**config.mk**
```make
export PLATFORM = sky130hd
export DESIGN_NAME = pipe_stage_hs
export DESIGN_NICKNAME = d
export VERILOG_FILES = /design/src/rtl/pipe_stage_hs_pkg.sv /design/src/rtl/pipe_data_reg.sv /design/src/rtl/pipe_stage_hs.sv
export SDC_FILE = /design/constraint.sdc
export NUM_CORES = 1
export LEC_CHECK = 0
export BUFFER_PORTS_ARGS = -buffer_cell sky130_fd_sc_hd__buf_2
export CAP_MARGIN = 20
export CORE_MARGIN = 1
export CORE_UTILIZATION = 50
export CTS_BUF_LIST = sky130_fd_sc_hd__clkbuf_4
export CTS_CLUSTER_SIZE = 8
export DETAILED_ROUTE_END_ITERATION = 10
export GPL_TIMING_DRIVEN = 0
export PLACE_DENSITY = 0.76
export RECOVER_POWER = 100
export SKIP_LAST_GASP = 1
export SYNTH_ARGS = -nofsm -noshare
export SYNTH_HDL_FRONTEND = slang
export SYNTH_SLANG_ARGS = --single-unit
export TNS_END_PERCENT = 100
```
**constraint.sdc**
```tcl
create_clock -name clk -period 2.2 [get_ports clk]
set_clock_uncertainty 0.15 [all_clocks]
set_input_delay 0.11 -clock clk [delete_from_list [all_inputs] [get_ports clk]]
set_output_delay 0.11 -clock clk [all_outputs]
set_load 0.01 [all_outputs]
```
**src/rtl/pipe_stage_hs_pkg.sv**
```systemverilog
// Shared definitions for the handshaked pipeline stage registers:
// occupancy/state encoding, the RISC-V NOP bubble, and a sample F->D payload.
package pipe_stage_hs_pkg;

  localparam int unsigned ST_W = 2;

  // State encoding doubles as the held-entry count
  localparam logic [ST_W-1:0] ST_EMPTY = 2'd0;
  localparam logic [ST_W-1:0] ST_ONE   = 2'd1;
  localparam logic [ST_W-1:0] ST_FULL  = 2'd2;

  localparam int unsigned INSTR_W = 32;
  localparam int unsigned PC_W    = 32;

  // addi x0, x0, 0
  localparam logic [INSTR_W-1:0] NOP_INSTR = 32'h0000_0013;

  typedef struct packed {
    logic [INSTR_W-1:0] instr;
    logic [PC_W-1:0]    pc;
    logic [PC_W-1:0]    pc_plus4;
  } fd_payload_t;

  localparam int unsigned FD_W = $bits(fd_payload_t);

  localparam fd_payload_t FD_BUBBLE = '{instr: NOP_INSTR, pc: '0, pc_plus4: '0};

endpackage

```
**src/rtl/pipe_data_reg.sv**
```systemverilog
// Payload register with synchronous reset to a fixed value and a load enable.
module pipe_data_reg #(
  parameter int unsigned     W       = 32,
  parameter logic [W-1:0]    RST_VAL = '0
) (
  input  logic         clk,
  input  logic         rst,
  input  logic         load,
  input  logic [W-1:0] d,
  output logic [W-1:0] q
);

  always_ff @(posedge clk) begin
    if (rst) begin
      q <= RST_VAL;
    end else if (load) begin
      q <= d;
    end
  end

endmodule

```
**src/rtl/pipe_stage_hs.sv**
```systemverilog
// Valid/ready pipeline stage: 2-entry skid buffer with registered in_ready
// (SKID=1) or a single entry with combinational ready (SKID=0).
module pipe_stage_hs
  import pipe_stage_hs_pkg::*;
#(
  parameter int unsigned        DATA_W     = 96,
  parameter bit                 SKID       = 1'b1,
  parameter logic [DATA_W-1:0]  BUBBLE_VAL = '0
) (
  input  logic              clk,
  input  logic              rst,
  input  logic              clr,
  input  logic              in_valid,
  output logic              in_ready,
  input  logic [DATA_W-1:0] in_data,
  output logic              out_valid,
  input  logic              out_ready,
  output logic [DATA_W-1:0] out_data,
  output logic [1:0]        occupancy
);

  logic              push;
  logic              pop;
  logic              m_load;
  logic              m_clear;
  logic [DATA_W-1:0] m_din;

  assign push = in_valid & in_ready;
  assign pop  = out_valid & out_ready;

  // Main register drives out_data directly; clearing it yields the bubble
  pipe_data_reg #(
    .W       (DATA_W),
    .RST_VAL (BUBBLE_VAL)
  ) u_main (
    .clk  (clk),
    .rst  (rst | m_clear),
    .load (m_load),
    .d    (m_din),
    .q    (out_data)
  );

  if (SKID) begin : gen_skid

    logic [ST_W-1:0]   state_q;
    logic [ST_W-1:0]   state_d;
    logic              rdy_q;
    logic              vld_q;
    logic              s_load;
    logic              m_from_s;
    logic [DATA_W-1:0] s_q;

    pipe_data_reg #(
      .W       (DATA_W),
      .RST_VAL (BUBBLE_VAL)
    ) u_skid (
      .clk  (clk),
      .rst  (rst),
      .load (s_load),
      .d    (in_data),
      .q    (s_q)
    );

    always_ff @(posedge clk) begin
      if (rst) begin
        state_q <= ST_EMPTY;
        rdy_q   <= 1'b1;
        vld_q   <= 1'b0;
      end else begin
        state_q <= state_d;
        rdy_q   <= (state_d != ST_FULL);
        vld_q   <= (state_d != ST_EMPTY);
      end
    end

    // Flush wins over push; a same-cycle pop needs no extra action here
    always_comb begin
      state_d  = state_q;
      m_load   = 1'b0;
      m_clear  = 1'b0;
      m_from_s = 1'b0;
      s_load   = 1'b0;
      if (clr) begin
        state_d = ST_EMPTY;
        m_clear = 1'b1;
      end else begin
        case (state_q)
          ST_EMPTY: begin
            if (push) begin
              state_d = ST_ONE;
              m_load  = 1'b1;
            end
          end
          ST_ONE: begin
            if (push && !pop) begin
              state_d = ST_FULL;
              s_load  = 1'b1;
            end else if (push && pop) begin
              m_load  = 1'b1;
            end else if (pop) begin
              state_d = ST_EMPTY;
              m_clear = 1'b1;
            end
          end
          ST_FULL: begin
            if (pop) begin
              state_d  = ST_ONE;
              m_load   = 1'b1;
              m_from_s = 1'b1;
            end
          end
          default: begin
            state_d = ST_EMPTY;
            m_clear = 1'b1;
          end
        endcase
      end
    end

    assign m_din     = m_from_s ? s_q : in_data;
    assign in_ready  = rdy_q;
    assign out_valid = vld_q;
    assign occupancy = state_q;

  end else begin : gen_single

    logic vld_q;
    logic vld_d;

    always_ff @(posedge clk) begin
      if (rst) begin
        vld_q <= 1'b0;
      end else begin
        vld_q <= vld_d;
      end
    end

    always_comb begin
      vld_d   = vld_q;
      m_load  = 1'b0;
      m_clear = 1'b0;
      if (clr) begin
        vld_d   = 1'b0;
        m_clear = 1'b1;
      end else if (push) begin
        vld_d  = 1'b1;
        m_load = 1'b1;
      end else if (pop) begin
        vld_d   = 1'b0;
        m_clear = 1'b1;
      end
    end

    assign m_din     = in_data;
    assign in_ready  = ~vld_q | out_ready;
    assign out_valid = vld_q;
    assign occupancy = {1'b0, vld_q};

  end

endmodule

```
==> impl_metrics.env <==
export IMPL_synth_edff_count=0
export IMPL_ys_flop_type="dfxtp_1"
export IMPL_hold_start="rst"
export IMPL_cp_max_fo=10
export IMPL_synth_cells=872
export IMPL_die_x_um=128
export IMPL_die_area_um2=16400
export IMPL_layout_nets=1292
export IMPL_fmax_ghz=0.475
export IMPL_wirelength_um=21900
export IMPL_relSlewSlack=0.539
export IMPL_syn_area_um2=7960
export IMPL_dr_pass1_iters=6
export IMPL_cts_root_buffer="clkbuf_4"
export IMPL_criticalPathCategory="reg -> reg"
export IMPL_finalNonFillerCells=1416
export IMPL_worstSetupEndpointType="flip-flop"
export IMPL_start_util=0.518
export IMPL_whs_endpoint="in_ready"
export IMPL_antenna_found_initial=1
export IMPL_track_usage=0.267
export IMPL_clk_latency_ps=590
export IMPL_rr_endpoint="u_main.q[32]"
export IMPL_finalCritPeriodShare=0.958
export IMPL_synth_distinct_cells=28
export IMPL_drive_above_1_share=0.167
export IMPL_p_total_mw=6.61
export IMPL_final_hold_viol_count=0
export IMPL_clockBufferDepth=2
export IMPL_utilization=0.670
export IMPL_async_flop_share=0
export IMPL_vias=7292
export IMPL_grt_pass1_vias=6983
export IMPL_start_kind="flip-flop"
export IMPL_die_y_um=128
export IMPL_post_dp_hpwl_um=14100
export IMPL_rsz0062_at_grt="false"
export IMPL_postRouteAntennaNets=0
export IMPL_cts_max_level=4
export IMPL_synth_fp_nets=973
export IMPL_io_pins=201
export IMPL_cts_inserted_buffers=17
export IMPL_min_path_type="in -> reg"
export IMPL_post_place_cells=1281
export IMPL_drt_iter0_drc=376
export IMPL_yosysWarnings=0
export IMPL_power_density_nw_per_um2=642
export IMPL_cts_tree="yes"
export IMPL_routed_via_density=5.15
export IMPL_setup_slack_ps=93.1
export IMPL_post_place_ws_ps=-126
export IMPL_synth_seq_cells=196
export IMPL_final_cell_mix="nand2_1 (194), dfxtp_1 (194), clkbuf_1 (130), buf_2 (123)"
export IMPL_hold_depth=2
export IMPL_setup_viol=0
export IMPL_leakage_nw=3.69
export IMPL_ys_seq_area_frac=0.493
export IMPL_worstMarginPinSlew_ps=692
export IMPL_rrSetupSlack_ps=90
export IMPL_reg2reg_depth=7
export IMPL_route_detailed_drc=0
export IMPL_wl_per_cell_um=15.4
export IMPL_place_congestion=0.786
export IMPL_vdd_drop_max_mv=0.557
export IMPL_grt_max_degree=17
export IMPL_maxCapViolations=0
export IMPL_io_buffers=198
export IMPL_grt_pass1_wl_um=34300
export IMPL_cts_sinks=196
export IMPL_rows=45
export IMPL_syn_avg_cell_area_um2=9.13
export IMPL_maxSlewViolCount=0
export IMPL_overflow=0
export IMPL_period_minus_slack_ps=2110
export IMPL_critical_path_required_ps=2530
export IMPL_outcome="complete, no violations"
export IMPL_clkTransAtPathRegs_ps=140
export IMPL_syn2layout_area_growth_pct=29.3
export IMPL_r2r_start="occupancy[1]"
export IMPL_core_um2=15400
export IMPL_worst_endpoint_arrival_ps=2440
## per-layer routing
layer	track usage	routed length [µm]
met5	0	0
met4	0.0962	397
met3	0.0668	1320
met2	0.448	10700
met1	0.330	9450
## sequential cells by signal, indices dropped and copies added, names as in the netlist
name,flops
gen_skid.u_skid.q,96
u_main.q,96
occupancy,2
in_ready,1
out_valid,1
## cells in the mapped netlist (2+ instances only)
| library cell | instances | area share |
|---|---|---|
| buf_6 | 6 | 0.0085 |
| mux2i_1 | 96 | 0.12 |
| nand2_1 | 194 | 0.091 |
| buf_4 | 4 | 0.0038 |
| buf_2 | 32 | 0.020 |
| nor2_1 | 98 | 0.046 |
| and2_1 | 2 | 0.0016 |
| a21oi_1 | 99 | 0.062 |
| a211oi_1 | 56 | 0.053 |
| nor2b_1 | 2 | 0.0016 |
| dfxtp_1 | 196 | 0.49 |
| clkbuf_1 | 32 | 0.015 |
| a211oi_2 | 40 | 0.063 |
## report_power, final
group	leakage, nW	switching (mW)	internal [mW]	total, mW
clock network	0.148	1.18	0.789	1.97
registers	1.60	0.0677	3.67	3.74
logic	1.94	0.512	0.391	0.904
## cells by family (layout without fill, tap and decap cells)
group,count (synthesis),count (layout),synth area share
compound gates,200,200,0.185
buf+inv,75,406,0.0479
flops,196,196,0.493
mux,97,97,0.122
other cells,0,2,0
simple gates,304,304,0.152
## worst max-delay path by stage
stage                                        to  slack (ps)         start
after global placement    gen_skid.u_skid.q[72]         -20  occupancy[0]
after floorplan           gen_skid.u_skid.q[55]         360  occupancy[0]
after detailed placement  gen_skid.u_skid.q[73]        -130  occupancy[0]
final                              u_main.q[32]          90  occupancy[1]
after global routing      gen_skid.u_skid.q[88]           2     out_valid
after CTS                 gen_skid.u_skid.q[73]          10  occupancy[0]
## critical path, cell delays in order (launching register included)
cell      delay, ps
dfxtp_2         400
or2_1           270
o221ai_4        310
nor2b_1         170
buf_2           220
buf_6           180
buf_4           210
a211oi_1         90
## through the flow
stage	instance area (µm²)	TNS, ps	hold slack, ps
after global routing	10300	0	76.1
final	10300	0	115
after floorplan	7960	0	96.0
after detailed placement	9220	-4300	217
after CTS	10500	0	47.5
after global placement	9220	-342	211
## repair_timing
action                                  CTS  global route
buffers inserted                          0             3
resized for setup                         2             3
pin swaps                                 0             1
hold buffers                             99             0
endpoints found under the hold margin   196             0
endpoints found under the setup margin   80            80
## layout make-up
cell class	count	area (µm²)
Fill cell	1324	5070
Sequential cell	196	3930
Multi-Input combinational cell	601	3560
Timing Repair Buffer	300	1880
Buffer	74	377
Tap cell	211	264
Clock buffer	19	143
Clock inverter	12	139
Antenna cell	2	5.00
Inverter	1	3.75
Power figures use the tool's default switching activity.
